$ cat src/rtl/id_ex_operand_stage.sv
// rtl/id_ex_operand_stage.sv - ID/EX operand stage: registered ALU operands with EX/MEM and MEM/WB forwarding
// Forwarding and stall-time hold refresh exist only when ID_EX_FWD_EN is defined.
module id_ex_operand_stage #(
  parameter int DATA_W = 32,
  parameter int CTRL_W = 4,
  parameter int REG_AW = 5
) (
  input  logic              clk_i,
  input  logic              rst_i,
  input  logic              in_valid_i,
  output logic              in_ready_o,
  input  logic              flush_i,
  input  logic [DATA_W-1:0] rs_data_i,
  input  logic [DATA_W-1:0] rt_data_i,
  input  logic [DATA_W-1:0] imm_i,
  input  logic [REG_AW-1:0] rs_addr_i,
  input  logic [REG_AW-1:0] rt_addr_i,
  input  logic [REG_AW-1:0] rd_addr_i,
  input  logic [CTRL_W-1:0] alu_ctrl_i,
  input  logic              alu_src_i,
  input  logic              reg_write_i,
  input  logic [REG_AW-1:0] exmem_rd_i,
  input  logic              exmem_wr_i,
  input  logic [DATA_W-1:0] exmem_data_i,
  input  logic [REG_AW-1:0] memwb_rd_i,
  input  logic              memwb_wr_i,
  input  logic [DATA_W-1:0] memwb_data_i,
  output logic              out_valid_o,
  input  logic              out_ready_i,
  output logic [DATA_W-1:0] src1_o,
  output logic [DATA_W-1:0] src2_o,
  output logic [CTRL_W-1:0] ctrl_o,
  output logic [DATA_W-1:0] store_data_o,
  output logic [REG_AW-1:0] rd_o,
  output logic              reg_write_o
);

  typedef enum logic {S_EMPTY = 1'b0, S_FULL = 1'b1} state_t;

  state_t            r_state;
  state_t            w_state_nxt;
  logic [DATA_W-1:0] r_rs_data;
  logic [DATA_W-1:0] r_rt_data;
  logic [DATA_W-1:0] r_imm;
  logic [REG_AW-1:0] r_rs_addr;
  logic [REG_AW-1:0] r_rt_addr;
  logic [REG_AW-1:0] r_rd_addr;
  logic [CTRL_W-1:0] r_alu_ctrl;
  logic              r_alu_src;
  logic              r_reg_write;

  logic              w_full;
  logic              w_in_ready;
  logic              w_load;
  logic              w_refresh;
  logic [DATA_W-1:0] w_fwd_rs;
  logic [DATA_W-1:0] w_fwd_rt;

  assign w_full     = (r_state == S_FULL);
  assign w_in_ready = rst_i & (!w_full | out_ready_i);
  assign w_load     = in_valid_i & w_in_ready & !flush_i;
  assign w_refresh  = w_full & !out_ready_i & !flush_i;

`ifdef ID_EX_FWD_EN
  // EX/MEM is the younger producer, so it wins over MEM/WB; r0 is hardwired.
  function automatic logic [DATA_W-1:0] fwd_sel(input logic [REG_AW-1:0] addr,
                                                input logic [DATA_W-1:0] held);
    logic [DATA_W-1:0] v;
    v = held;
    if (addr != '0) begin
      if (exmem_wr_i && (exmem_rd_i == addr))
        v = exmem_data_i;
      else if (memwb_wr_i && (memwb_rd_i == addr))
        v = memwb_data_i;
    end
    return v;
  endfunction

  assign w_fwd_rs = fwd_sel(r_rs_addr, r_rs_data);
  assign w_fwd_rt = fwd_sel(r_rt_addr, r_rt_data);
`else
  logic w_unused_fwd;
  assign w_unused_fwd = ^{exmem_rd_i, exmem_wr_i, exmem_data_i,
                          memwb_rd_i, memwb_wr_i, memwb_data_i,
                          r_rs_addr, r_rt_addr};
  assign w_fwd_rs = r_rs_data;
  assign w_fwd_rt = r_rt_data;
`endif

  always_ff @(posedge clk_i or negedge rst_i) begin
    if (!rst_i)
      r_state <= S_EMPTY;
    else
      r_state <= w_state_nxt;
  end

  always_comb begin
    w_state_nxt = r_state;
    if (flush_i)
      w_state_nxt = S_EMPTY;
    else if (w_load)
      w_state_nxt = S_FULL;
    else if (w_full && out_ready_i)
      w_state_nxt = S_EMPTY;
  end

  // While stalled, latch the forwarded operands so a producer retiring mid-stall is not lost.
  always_ff @(posedge clk_i or negedge rst_i) begin
    if (!rst_i) begin
      r_rs_data   <= '0;
      r_rt_data   <= '0;
      r_imm       <= '0;
      r_rs_addr   <= '0;
      r_rt_addr   <= '0;
      r_rd_addr   <= '0;
      r_alu_ctrl  <= '0;
      r_alu_src   <= 1'b0;
      r_reg_write <= 1'b0;
    end else if (w_load) begin
      r_rs_data   <= rs_data_i;
      r_rt_data   <= rt_data_i;
      r_imm       <= imm_i;
      r_rs_addr   <= rs_addr_i;
      r_rt_addr   <= rt_addr_i;
      r_rd_addr   <= rd_addr_i;
      r_alu_ctrl  <= alu_ctrl_i;
      r_alu_src   <= alu_src_i;
      r_reg_write <= reg_write_i;
    end else if (w_refresh) begin
      r_rs_data   <= w_fwd_rs;
      r_rt_data   <= w_fwd_rt;
    end
  end

  assign in_ready_o   = w_in_ready;
  assign out_valid_o  = w_full;
  assign src1_o       = w_full ? w_fwd_rs : '0;
  assign src2_o       = w_full ? (r_alu_src ? r_imm : w_fwd_rt) : '0;
  assign store_data_o = w_full ? w_fwd_rt : '0;
  assign ctrl_o       = w_full ? r_alu_ctrl : '0;
  assign rd_o         = w_full ? r_rd_addr : '0;
  assign reg_write_o  = w_full & r_reg_write;

endmodule

$ cat config.mk
export PLATFORM = sky130hd
export DESIGN_NAME = id_ex_operand_stage
export DESIGN_NICKNAME = d
export VERILOG_FILES = /design/src/rtl/id_ex_operand_stage.sv
export SDC_FILE = /design/constraint.sdc
export NUM_CORES = 1
export LEC_CHECK = 0
export BUFFER_PORTS_ARGS = -buffer_cell sky130_fd_sc_hd__buf_4
export CAP_MARGIN = 30
export CORE_MARGIN = 2
export CORE_UTILIZATION = 35
export DETAILED_ROUTE_END_ITERATION = 10
export GPL_TIMING_DRIVEN = 0
export PLACE_DENSITY_LB_ADDON = 0.2
export SLEW_MARGIN = 20
export SYNTH_ARGS = -nofsm -noshare
export SYNTH_HDL_FRONTEND = slang
export SYNTH_SLANG_ARGS = --single-unit
$ cat constraint.sdc
create_clock -name clk_i -period 4.19 [get_ports clk_i]
set_clock_uncertainty 0.15 [all_clocks]
set_input_delay 0.419 -clock clk_i [delete_from_list [all_inputs] [get_ports clk_i]]
set_output_delay 0.419 -clock clk_i [all_outputs]
set_load 0.005 [all_outputs]
==> results.toml <==
[route]
wirelength_um = 13100
antenna_left = 0
vias_per_cell = 4.56
drc = 0
num_vias = 3671
first_pass_iters = 4
wl_per_cell_um = 16.2
drtIter0Drc = 89

[layout]
fin_util_pct = 51.1
area_growth_pct = 43.3
drive_above_1_share_pct = 57.6
num_antenna_cells = 0
final_cells = 805
nets = 814

[synth]
ys_seq_area_share_pct = 52.3
netlist_instances = 384
synth.most_common_cell = "dfrtp_1"
synth_edf_count = 0
yosysWarnings = 0
synthTopCellsByCount = "dfrtp_1, mux2_2, and2_1"
synth-seq-cells = 108
yosysTopAreaCellShare_pct = 52.3
syn_avg_cell_area_um2 = 13.4
ys_types = 14
ys_async_sr_fraction_pct = 100
netlist_top_cells_area = "dfrtp_1, mux2_2, and2_1"
yosysTopAreaCell = "dfrtp_1"
synthFlopType = "dfrtp_1"
synth_nets = 582
netlist_area_um2 = 5160

[floorplanning]
fp.dieArea_um2 = 15700
core-area_um2 = 14500
die_x_um = 125
die_h_um = 125
start_util_pct = 35.7
ios = 306
rows = 44

[sta]
fin_crit_ns = 2.75
period_share_pct = 65.6
drv_slew = 0
rsz0062_at_grt = "no"
tns_ns = 0
fmax_mhz = 364
slew_headroom_pct = 65.6
worstMarginPinSlew_ns = 0.516
setup_viol = 0
hold_viol = 0
setup_ws_ns = 1.44

[cts]
cts_root_buffer = "clkbuf_16"
cts_buffer_depth = 2
cts_tree = "done"
clock_latency_ns = 0.34
cts_setup_buffers = 0
cts-buffers-inserted = 9
cts.sinks = 108
ctsResizeCount = 0
path_clk_slew_ns = 0.07
htree_num_levels = 3

[setup_path]
crit_type = "flop to primary output"
cp.required_ns = 3.62
startpoint_type = "flop"
worstPathArrival_ns = 2.18
end_kind = "primary output"
crit_fanout = 10

[worst_hold_path]
holdCritPathClass = "primary input to flop"

[power_and_ir_drop]
power.share.clock_pct = 31.0
swShare_pct = 25.2
p_per_area_nw_per_um2 = 398
pwr-share-comb_pct = 22.5
power.internal_mw = 2.21
switchingPower_mw = 0.742
irDropWorstVdd_mv = 0.186
p_seq_share_pct = 46.5
leakagePower_nw = 3.67

[placement]
gp_routability_congestion = 0.723
dp.final_hpwl_um = 9800
dp_cells = 788
port_buffers = 219
dp_slack_ns = 1.68

[grt]
antenna_found_initial = 0
grt_max_degree = 67
grt_usage_pct = 16.8
grt_pass1_wl_um = 20800
grt_pass1_vias = 4005
gr-total-overflow = 0

[flow_run]
drv_cap = 0

[outcome]
status = "completed"
==> power groups by stage <==
stage | clock network [mW] | registers [mW] | logic [mW]
after floorplan | 0 | 1.35 | 0.407
after global placement | 0 | 1.38 | 0.656
after detailed placement | 0 | 1.39 | 0.676
after CTS | 0.939 | 1.37 | 0.679
after global routing | 0.981 | 1.40 | 0.725
final | 0.914 | 1.37 | 0.662
==> layer usage <==
layer  GRT usage, %  vias up  share of wire [%]
met1           20.9     1765                 44
met4           5.42        0                1.3
met5              0        -                  0
met3           5.35       11                8.5
li1               -     1747                  -
met2           27.7      148                 47
==> layout by cell type (no fill, tap or decap) <==
cell type	netlist	layout
and2_1	75	75
buf_16	0	1
buf_2	3	3
buf_4	8	226
buf_6	2	3
buf_8	2	2
bufinv_16	0	2
clkbuf_1	12	13
clkbuf_16	0	9
clkinv_2	0	1
clkinv_4	0	1
clkinvlp_4	0	2
dfrtp_1	108	108
dlygate4sd3_1	0	1
mux2_2	88	88
mux2_4	19	19
mux2i_1	32	32
nand2b_2	1	1
nand4b_1	1	1
nor2b_1	32	32
o21ai_0	1	1
==> metrics by stage <==
stage / hold WS (ns) / power (mW) / area (µm²)
after floorplan: -0.0266 / 1.76 / 5160
after global placement: 0.328 / 2.03 / 7040
after detailed placement: 0.223 / 2.07 / 7070
after CTS: 0.109 / 2.99 / 7400
after global routing: 0.132 / 3.10 / 7400
final: 0.121 / 2.95 / 7400
==> what timing repair did <==
item                                    in CTS  in global routing
endpoints found under the setup margin       0                  0
hold endpoints to repair                    44                  0
hold buffers                                 1                  0
==> final cells by class <==
cell class | count | area (µm²)
buffer | 27 | 173
clock buffer | 10 | 229
clock inverter | 6 | 88.8
fill | 1308 | 7080
multi-input combinational | 249 | 2290
sequential | 108 | 2700
tap | 184 | 230
timing repair buffer | 221 | 1690
==> critical path: stages (launching register included) <==
cell	delay (ns)
dfrtp_1	0.61
clkbuf_1	0.46
clkbuf_1	0.42
and2_1	0.22
buf_4	0.11
==> final timing paths <==
check                              start               end  cells after the start  slack [ns]
max                          out_valid_o  store_data_o[18]                      4        1.44
min                              flush_i       out_valid_o                      2        0.12
max reg2reg                  out_valid_o     r_rt_data[29]                      6        2.22
min reg2reg                r_rs_data[28]     r_rs_data[28]                      1        0.35
max in group asynchronous          rst_i      r_rs_data[8]                      3        2.81
min in group asynchronous          rst_i      r_rt_data[8]                      2        0.40
==> logic make-up (layout without fill, tap and decap cells) <==
family / count (synthesis) / count (layout) / synth area share, %
buf+inv: 27 / 264 / 3.34
simple gates: 109 / 109 / 13.3
mux: 139 / 139 / 30.9
compound gates: 1 / 1 / 0.0968
flops: 108 / 108 / 52.3
==> flip-flops by register name, summed over array words and instances, names as in the netlist <==
signal and count:
r_imm 32, r_rs_data 32, r_rt_data 32, r_rd_addr 5
r_alu_ctrl 4, out_valid_o 1, r_alu_src 1, r_reg_write 1
Power figures use the tool's default switching activity.
